<file path="src/rtl/imem_access_sched.sv">
`default_nettype none
// ============================================================================
// Module   : imem_access_sched
// Purpose  : Registered two-requester scheduler for a shared single-port
//            instruction memory. Port 1 (instruction fetch, read-only) has
//            priority; port 2 (loader/debugger, read/write) is guaranteed a
//            slot after at most MAXWAIT consecutive lost conflict cycles.
//            Drives the memory's active-low control pins and returns the
//            one-cycle-latency read data to whichever port issued the read.
//
// Ports    :
//   clk, rst          clock, synchronous active-high reset
//   p1_en_x/p1_addr   port 1 read request (active low) and address
//   p1_busy           port 1 request not accepted this cycle
//   p1_rvalid/rdata   port 1 read return
//   p2_en_x/p2_wr_x   port 2 request and write select (both active low)
//   p2_addr/p2_d      port 2 address and write data
//   p2_bit_wr_x       port 2 per-bit write enable (active low)
//   p2_busy           port 2 request not accepted this cycle
//   p2_rvalid/rdata   port 2 read return
//   mem_*             memory control/address/data (active-low controls)
//   mem_q             memory read data, valid one cycle after a read
//
// Revision : 1.0 - initial release
// ============================================================================
module imem_access_sched #(
  parameter int PORTW     = 32,
  parameter int ADDRWIDTH = 7,
  parameter int MAXWAIT   = 4
) (
  input  logic                 clk,
  input  logic                 rst,

  input  logic                 p1_en_x,
  input  logic [ADDRWIDTH-1:0] p1_addr,
  output logic                 p1_busy,
  output logic                 p1_rvalid,
  output logic [PORTW-1:0]     p1_rdata,

  input  logic                 p2_en_x,
  input  logic                 p2_wr_x,
  input  logic [ADDRWIDTH-1:0] p2_addr,
  input  logic [PORTW-1:0]     p2_d,
  input  logic [PORTW-1:0]     p2_bit_wr_x,
  output logic                 p2_busy,
  output logic                 p2_rvalid,
  output logic [PORTW-1:0]     p2_rdata,

  output logic                 mem_en_x,
  output logic                 mem_wr_x,
  output logic [ADDRWIDTH-1:0] mem_addr,
  output logic [PORTW-1:0]     mem_d,
  output logic [PORTW-1:0]     mem_bit_wr_x,
  input  logic [PORTW-1:0]     mem_q
);

  localparam int                CW        = $clog2(MAXWAIT + 1);
  localparam logic [CW-1:0]     C_MAXWAIT = CW'(MAXWAIT);

  // --------------------------------------------------------------------------
  // Requests and grant arbitration
  // --------------------------------------------------------------------------
  logic          w_req1;
  logic          w_req2;
  logic          w_grant1;
  logic          w_grant2;
  logic          w_starved;
  logic [CW-1:0] r_wait_cnt;
  logic          r_rd1;
  logic          r_rd2;

  assign w_req1    = ~p1_en_x;
  assign w_req2    = ~p2_en_x;
  assign w_starved = (r_wait_cnt == C_MAXWAIT);

  // Port 2 wins when port 1 is idle or once it has lost MAXWAIT conflicts.
  // Both grants are forced low during reset so no access reaches memory.
  assign w_grant2 = ~rst & w_req2 & (~w_req1 | w_starved);
  assign w_grant1 = ~rst & w_req1 & ~w_grant2;

  assign p1_busy = w_req1 & ~w_grant1;
  assign p2_busy = w_req2 & ~w_grant2;

  // --------------------------------------------------------------------------
  // Memory request mux (combinational, zero added latency)
  // --------------------------------------------------------------------------
  always_comb begin
    mem_en_x     = 1'b1;
    mem_wr_x     = 1'b1;
    mem_addr     = p1_addr;
    mem_bit_wr_x = '1;
    if (w_grant2) begin
      mem_en_x     = 1'b0;
      mem_wr_x     = p2_wr_x;
      mem_addr     = p2_addr;
      mem_bit_wr_x = p2_bit_wr_x;
    end else if (w_grant1) begin
      mem_en_x     = 1'b0;
    end
  end

  // Write data needs no steering: it is ignored by memory unless port 2 owns
  // a write cycle.
  assign mem_d = p2_d;

  // --------------------------------------------------------------------------
  // Starvation counter
  // --------------------------------------------------------------------------
  // Counts consecutive cycles port 2 loses to port 1. Any cycle in which
  // port 2 is not requesting restarts the fairness window.
  always_ff @(posedge clk) begin
    if (rst) begin
      r_wait_cnt <= '0;
    end else if (~w_req2 | w_grant2) begin
      r_wait_cnt <= '0;
    end else if (w_req1 & w_grant1 & ~w_starved) begin
      r_wait_cnt <= r_wait_cnt + 1'b1;
    end
  end

  // --------------------------------------------------------------------------
  // Read ownership tracking and return path
  // --------------------------------------------------------------------------
  // The grants are exclusive, so at most one owner flag is set. A read
  // accepted just before reset rises still returns its pulse, because the
  // flag was captured while rst was low.
  always_ff @(posedge clk) begin
    if (rst) begin
      r_rd1 <= 1'b0;
      r_rd2 <= 1'b0;
    end else begin
      r_rd1 <= w_grant1;
      r_rd2 <= w_grant2 & p2_wr_x;
    end
  end

  assign p1_rvalid = r_rd1;
  assign p2_rvalid = r_rd2;
  assign p1_rdata  = mem_q;
  assign p2_rdata  = mem_q;

endmodule
`default_nettype wire

</file>
<file path="config.mk">
export PLATFORM = sky130hd
export DESIGN_NAME = imem_access_sched
export DESIGN_NICKNAME = d
export VERILOG_FILES = /design/src/rtl/imem_access_sched.sv
export SDC_FILE = /design/constraint.sdc
export NUM_CORES = 1
export LEC_CHECK = 0
export ABC_AREA = 1
export CAP_MARGIN = 20
export CORE_AREA = 2 2 100 102
export DETAILED_ROUTE_END_ITERATION = 12
export DIE_AREA = 0 0 102 104
export HOLD_SLACK_MARGIN = 0.15
export PLACE_DENSITY_LB_ADDON = 0.25
export REMOVE_ABC_BUFFERS = 1
export SLEW_MARGIN = 15
export SYNTH_ARGS = -nofsm -noshare
export SYNTH_HDL_FRONTEND = slang
export SYNTH_SLANG_ARGS = --single-unit
</file>
<file path="constraint.sdc">
create_clock -name clk -period 3.3 [get_ports clk]
set_input_delay 0.99 -clock clk [delete_from_list [all_inputs] [get_ports clk]]
set_output_delay 0.99 -clock clk [all_outputs]
set_load 0.05 [all_outputs]
</file>
==> out/qor.csv <==
metric,value,unit
status,finished clean,
vias,1222,
ios,256,
fmax,335,MHz
final_core_util,18.9,%
grt_overflow_total,0,
ys_ff_latch,5,
dpl_cell_area,0.00174,sq mm
min_period,2.99,ns
r2r_slack,2.16,ns
cts_buffers,3,
path_clk_slew,0.04,ns
synth.avg_cell_area,7.03,sq um
yosys-top-cells-area,"buf_4 (57%), or2_1 (15%), dfxtp_1 (7.8%), nand2_1 (4.7%), nand3_1 (3.1%)",
grt_util_all_layers,21.9,%
dp_hpwl,11300,um
ir_worst_vdd,0.155,mV
fin_crit_sh,90.5,%
clkSinkCount,5,
startpoint,p2_en_x,
final_nets,307,
rsz0062_at_grt,no,
totalWireLength,12300,um
antenna_found_initial,0,
synth.largest_area_cell,buf_4,
layout_common_cells,"clkdlybuf4s50_1 (49), buf_4 (36), or2_1 (30), nand2_1 (15), buf_12 (12)",
netlist-cell-type-count,15,
critPathKind,input port to output pin,
first_global_vias,1136,
drv_cap,0,
io_buffers,95,
cts_max_level,1,
holdCritPathClass,flip-flop to flip-flop,
grt_max_degree,39,
final_antenna_net_count,0,
post-cts-setup-buffers,0,
worstReg2RegEnd,p1_rvalid,
die_h,104,um
layout-drive-gt1-share,31.7,%
p_per_area,228,mW/mm^2
holdWs,0.446,ns
cts_tree,yes,
cts_hold_buf,0,
num_rows,36,
detail_route.iter0.violations,39,
cp-endpoint,mem_bit_wr_x[31],
hold_violations,0,
gp_congestion,0.830,
via_per_inst,3.80,
cp.required,2.31,ns
die_area,0.0106,sq mm
r2r-start,r_wait_cnt[0],
n_fill_cell,1077,
worstMarginPinSlew,0.530,ns
seq_area_frac_synth,7.78,%
cp_data_arrival_time,2.00,ns
slew_headroom,64.6,%
drc,0,
slew_viol_final,0,
worst_skew_pair.late_latency,0.22,ns
power.leakage,0.748,nW
end_kind,output pin,
grt_pass1_wl,14300,um
wl_per_cell,38.1,um
core-area,0.00955,sq mm
syn_area,0.00129,sq mm
final_cell_area,0.00181,sq mm
critPathMaxFanout,38,
ff2ff_path_depth,8,
synth_top_area_share,56.6,%
fin_skew,0.00543,ns
start_util,13.5,%
layout_commonest_cell,clkdlybuf4s50_1,
area_growth,40.7,%
cp-start-kind,input port,
yosys_warnings,0,
clock_path_buffers,2,
dr.pass1.iters,4,
setup_violations,0,
antenna_cells,0,
cts_root_buffer,clkbuf_8,
die_w,102,um
netlist_instances,183,
==> critical path, cell delays in order <==
cell and delay [ns]:
dlymetal6s2s_1 0.16, nor2_4 0.14, nand2_4 0.07, buf_12 0.15, or2_2 0.31, buf_8 0.16
==> cell families after synthesis <==
group,after synthesis,synth area share (%)
adders and majority gates,2,1.95
buffers and inverters,107,61.3
DFF,5,7.78
and+or+nand+nor,67,27.9
AOI/OAI and AO/OA,1,0.389
xor gates and xnor gates,1,0.681
==> Yosys cell counts <==
library cell,count
buf_4,97
or2_1,30
nand2_1,16
nand3_1,8
nor2_1,8
inv_1,7
dfxtp_1,5
buf_6,3
ha_1,2
or2_2,2
a21oi_1,1
nand2_2,1
nand2_4,1
nor2_4,1
xnor2_1,1
==> timing repair <==
action                                  CTS  global route
endpoints found under the setup margin    2            36
pin swaps                                 0             2
resized for setup                         2             8
==> per-layer routing <==
| metal | up-vias | wire length (um) | global-route usage [%] |
|---|---|---|---|
| li1 | 463 | - | - |
| met2 | 224 | 6500 | 41.0 |
| met5 | - | 0 | 1.54 |
| met3 | 10 | 2780 | 23.8 |
| met1 | 525 | 2770 | 13.7 |
| met4 | 0 | 210 | 3.43 |
==> registers in the layout, summed over array words and instances (netlist names) <==
signal and count:
p2_rvalid 1, p1_rvalid 1, r_wait_cnt 3
==> through the flow <==
step	setup TNS (ns)	std cells	worst slack (ns)	total power, W
after floorplan	0	83	0.132	0.000164
after global placement	0	318	0.00291	0.000301
after detailed placement	-0.0511	318	-0.0294	0.000300
after CTS	-0.00762	322	-0.00646	0.000416
after global routing	0	322	0.277	0.000434
final	0	322	0.314	0.000413
==> worst min-delay path by stage <==
stage / startpoint / end / cells past startpoint
3_3_place_gp: r_wait_cnt[0] / r_wait_cnt[0] / 1
3_5_place_dp: r_wait_cnt[0] / r_wait_cnt[0] / 1
6_report: r_wait_cnt[0] / r_wait_cnt[0] / 1
5_1_grt: r_wait_cnt[0] / r_wait_cnt[0] / 1
2_1_floorplan: r_wait_cnt[0] / r_wait_cnt[0] / 1
4_1_cts: r_wait_cnt[0] / r_wait_cnt[0] / 1
==> final cells by class <==
cell class | instances | area (sq um) | share of cell area, %
flip-flops and latches | 5 | 100 | 5.53
multi-input cells | 71 | 403 | 22.3
well taps | 133 | 166 | 9.20
inverters | 7 | 26.3 | 1.45
clock buffers | 4 | 45.0 | 2.49
repair buffers | 102 | 1070 | 59.1
==> power by group <==
group / internal (W) / leakage (nW) / switching, W
clock: 0.0000831 / 0.0228 / 0.0000315
sequential: 0.0000625 / 0.0408 / 0.00000101
combinational: 0.000118 / 0.685 / 0.000118
total: 0.000263 / 0.748 / 0.000150
No activity file was read; power rests on OpenSTA's default activity.
==> variant 1, RTL diff (config.mk and constraints unchanged) <==
Change the parameter `PORTW` from 32 to 16.
--- a/src/rtl/imem_access_sched.sv
+++ b/src/rtl/imem_access_sched.sv
@@ -25,5 +25,5 @@
 // ============================================================================
 module imem_access_sched #(
-  parameter int PORTW     = 32,
+  parameter int PORTW     = 16,
   parameter int ADDRWIDTH = 7,
   parameter int MAXWAIT   = 4
Interface: changed (7 resized); port bits go from 256 to 144. No check against the original RTL was run, so the function may have changed too.
==> variant 1 against the unedited design <==
Cell area shrank 22%; wire length shrank 67%; total power shrank 13%; synthesized cell count shrank 36%; cell count shrank 15%; non-clock buffer count shrank 32; sequential cell count is the same; critical path depth is the same; area after synthesis shrank 36%; worst setup slack lost 0.22 ns; critical endpoint is now mem_bit_wr_x[9]; largest power group unchanged.
==> variant 1: results (changes against the unedited design) <==
Layout Cells excl Fill = 274 (-15%)
first-pass GRT wire length = 5292 um (-63%)
Vias = 807 (-34%)
H-tree Lvls = 1 (unchanged)
R2R Setup Slk = 1.99 ns (-0.17 ns)
Clock Skew = 0.001159 ns (-0.004272 ns)
status = finished clean
Avg Inst Size Synth = 7.026 um2 (about the same)
pin count of the biggest net entering global routing = 25 (-36%)
slew margin rel. = 66.53% (+2.0 points)
vias in the first global route = 767 (-32%)
worst-path maximum fanout = 24 (-37%)
Placer Congestion = 0.6957 (-16%)
commonest cells in the netlist = buf_4, nand2_1, or2_1, nand3_1, inv_1
Static Leakage = 0.5802 nW (-22%)
Total Nets Final = 211 (-31%)
Peak supply drop = 61.52 uV (-60%)
sequential share of the synthesized area = 12.18% (+4.4 points)
Port Buffers = 63 (-34%)
GRT Total Usage = 7.110% (-15 points)
Worst path slowest cell = clkdlybuf4s50_1
Synth Area in Compound Gates = 1.218% (+0.83 points)
critical path's top delay family = buffers and inverters
Final HPWL DP = 3457 um (-69%)
Starting DRT DRC Count = 12 (-69%)
average wire per standard cell = 14.80 um (-61%)
XOR/XNOR share of the synthesized area = 1.065% (+0.38 points)
Pre-antenna DRT Iters = 3 (-1)
initial antenna violation count = 1 (+1)
largest cells by area after synthesis = buf_4, dfxtp_1, or2_1, nand2_1, nand3_1
switch share = 34.15% (-2.2 points)
synth unique cells = 14 (-1)
post-synthesis adder-cell area fraction = 3.044% (+1.1 points)
share of layout cells above drive strength 1 = 30.50% (-1.2 points)
## variant 1: kinds of logic after synthesis
family | Yosys count
fa+ha+maj | 2
compound gates | 2
simple gates | 50
buf+inv | 57
xor+xnor | 1
flops | 5
## variant 1: cell type report
cell class	count	area (um2)
Inverter	7	26.28
Clock buffer	4	45.04
Timing Repair Buffer	70	754.5
Multi-Input combinational cell	55	321.6
Sequential cell	5	100.1
Fill cell	1100	8135
Tap cell	133	166.4
## variant 1: per-stage QoR
step	setup TNS, ns	power (mW)	setup WS [ns]	hold slack, ns	area [um2]
after detailed placement	-0.09125	0.2492	-0.02610	0.4483	1359
after CTS	0	0.3676	0.01221	0.4565	1411
after global routing	0	0.3778	0.003398	0.4830	1414
after global placement	0	0.2496	0.001295	0.4401	1359
final	0	0.3597	0.08949	0.4467	1414
after floorplan	0	0.1418	0.2265	0.4173	439.2
## variant 1: metal layers
layer	wire, um	part of all wire [%]	global-route usage, %	vias up
met5	13	0.32	0	-
met4	0	0	1.143	2
met3	1215	30	10.75	2
met2	1377	34	7.472	108
met1	1447	36	7.702	339
li1	-	-	-	356
## variant 1: final timing paths
kind / startpoint / to
min reg2reg: r_wait_cnt[0]$_SDFFE_PP0P_ / r_wait_cnt[0]$_SDFFE_PP0P_
max reg2reg: r_wait_cnt[0]$_SDFFE_PP0P_ / p1_rvalid$_SDFF_PP0_
min: r_wait_cnt[0]$_SDFFE_PP0P_ / r_wait_cnt[0]$_SDFFE_PP0P_
max: p1_en_x / mem_bit_wr_x[9]
## variant 1: power by group through the flow
stage	Combinational [mW]	Sequential (mW)	Clock, mW
floorplan	0.0742	0.0676	0
global placement	0.185	0.0641	0
detailed placement	0.185	0.0641	0
CTS	0.187	0.0632	0.118
global route	0.193	0.0633	0.121
finish	0.184	0.0632	0.113
==> variant 2, RTL diff (same settings) <==
Without the edit above. Remove the register `r_rd2`: a continuous assignment takes its place, so the output `p2_rvalid` follows one clock earlier.
--- a/src/rtl/imem_access_sched.sv
+++ b/src/rtl/imem_access_sched.sv
@@ -128,10 +128,10 @@
     if (rst) begin
       r_rd1 <= 1'b0;
-      r_rd2 <= 1'b0;
     end else begin
       r_rd1 <= w_grant1;
-      r_rd2 <= w_grant2 & p2_wr_x;
     end
   end
+
+  assign r_rd2 = w_grant2 & p2_wr_x;
 
   assign p1_rvalid = r_rd1;
Function: changed (a bounded check fails within 4 cycles, from zero or initial values and one cycle with rst high).
==> variant 2 against the unedited design <==
Worst setup slack worse by 0.094 ns; wire length is 7.7% higher; clock skew is 0.0020 ns lower; sequential cell count is 1 lower; global-route usage is 1.2 points higher; via count is 3.1% lower; total power is 3.1% lower; critical endpoint is now mem_bit_wr_x[21]; area after synthesis is 1.6% lower; cell area is 7.3% higher; utilization is 1.4 points higher.
==> variant 2: results (changes against the unedited design) <==
first-pass GRT wire length = 15010 um (+4.8%)
async set or reset register ratio after synthesis = 0% (unchanged)
worst reg-to-reg path cell count = 8 (unchanged)
CP arrival = 2.09 ns (+0.09 ns)
dpl ws = -0.04122 ns (-0.01182 ns)
status = finished clean
clock root cell = clkbuf_8
worst-path maximum fanout = 12 (-68%)
Placer Congestion = 0.9160 (+10%)
R2R Setup Slk = 2.05 ns (-0.11 ns)
Peak supply drop = 191.5 uV (+24%)
Avg Inst Size Synth = 6.957 um2 (-1.0%)
vias in the first global route = 1093 (-3.8%)
sequential share of the synthesized area = 6.324% (-1.5 points)
Final HPWL DP = 12170 um (+7.8%)
slew margin rel. = 66.45% (+1.9 points)
Filler cells = 1086 (+0.84%)
vias per cell = 3.654 (-3.7%)
Starting DRT DRC Count = 26 (-33%)
pin count of the biggest net entering global routing = 26 (-33%)
largest cells by area after synthesis = buf_4, or2_1, dfxtp_1, nand2_1, nand3_1
Max Clk Rate = 0.3247 GHz (-3.0%)
Pre-antenna DRT Iters = 3 (-1)
Primary FF master, synth = dfxtp_1
initial antenna violation count = 0 (unchanged)
Reg clk slew, reported paths = 0.03 ns
Clock Skew = 0.003442 ns (-0.001989 ns)
Total Nets Final = 310 (+0.98%)
switch share = 36.81% (+0.46 points)
Routed WL = 13210 um (+7.7%)
average wire per standard cell = 40.76 um (+7.1%)
H-tree Lvls = 1 (unchanged)
Static Leakage = 0.8102 nW (+8.2%)
GRT Total Usage = 23.14% (+1.2 points)
share of layout cells above drive strength 1 = 33.51% (+1.8 points)
==> variant 2: changes by cell type in the layout (fill, tap and decap cells not counted), sizes merged <==
cell           change
dfxtp              -1
buf                +3
clkdlybuf4s50      -1
nand2              +1
==> variant 2: what timing repair did <==
item | CTS | global route
buffers inserted | 1 | 0
gates cloned | 0 | 2
hold buffers | 0 | 0
endpoints found under the setup margin | 28 | 35
resized for setup | 28 | 5
pin swaps | 1 | 3
==> variant 2: per-layer routing <==
layer | global-route usage [%] | share of wire, % | vias to the layer above
met3 | 27.22 | 25 | 14
met2 | 45.91 | 56 | 218
met4 | 3.238 | 1.4 | 4
met1 | 10.64 | 17 | 479
met5 | 8.718 | 0.80 | -
li1 | - | - | 469
==> variant 2: final timing paths <==
kind,start,endpoint
min reg2reg,r_wait_cnt[0]$_SDFFE_PP0P_,r_wait_cnt[0]$_SDFFE_PP0P_
max,p2_en_x,mem_bit_wr_x[21]
min,r_wait_cnt[0]$_SDFFE_PP0P_,r_wait_cnt[0]$_SDFFE_PP0P_
max reg2reg,r_wait_cnt[0]$_SDFFE_PP0P_,p1_rvalid$_SDFF_PP0_
==> variant 2: power groups by stage <==
stage	clock [mW]	combinational (mW)	sequential [mW]
floorplan	0	0.0972	0.0537
global placement	0	0.236	0.0513
detailed placement	0	0.236	0.0514
CTS	0.103	0.245	0.0508
global route	0.108	0.261	0.0509
finish	0.100	0.249	0.0508
==> variant 2: area by class of cell <==
cell class	count	area [um2]	share of cell area [%]
well taps	133	166.4	8.570
inverters	7	26.28	1.353
flip-flops and latches	4	80.08	4.124
clock buffers	3	41.29	2.126
multi-input cells	72	422.9	21.78
repair buffers	105	1205	62.05
==> variant 2: logic make-up after synthesis <==
logic type	share of synthesized area, %
compound gates	0.3949
xor+xnor	0.6918
fa+ha+maj	1.976
buf+inv	62.25
flops	6.324
simple gates	28.36
==> variant 2: stage by stage <==
step / power [mW] / instance area, um2 / TNS, ns / hold WS, ns / utilization (%)
2_1_floorplan: 0.1509 / 504.2 / 0 / 0.4173 / -
3_3_place_gp: 0.2868 / 1734 / -0.1847 / 0.4404 / 18.16
3_5_place_dp: 0.2872 / 1734 / -0.6195 / 0.4466 / 18.16
4_1_cts: 0.3997 / 1893 / -0.009524 / 0.4565 / 19.82
5_1_grt: 0.4194 / 1942 / 0 / 0.5064 / 20.34
6_report: 0.4004 / 1942 / 0 / 0.4541 / 20.34
==> variant 2: worst max-delay path, stage by stage <==
cell	delay, ns
dlymetal6s2s_1	0.15
nor2_4	0.24
nand2_8	0.12
clkbuf_16	0.19
or2_1	0.23
buf_6	0.16
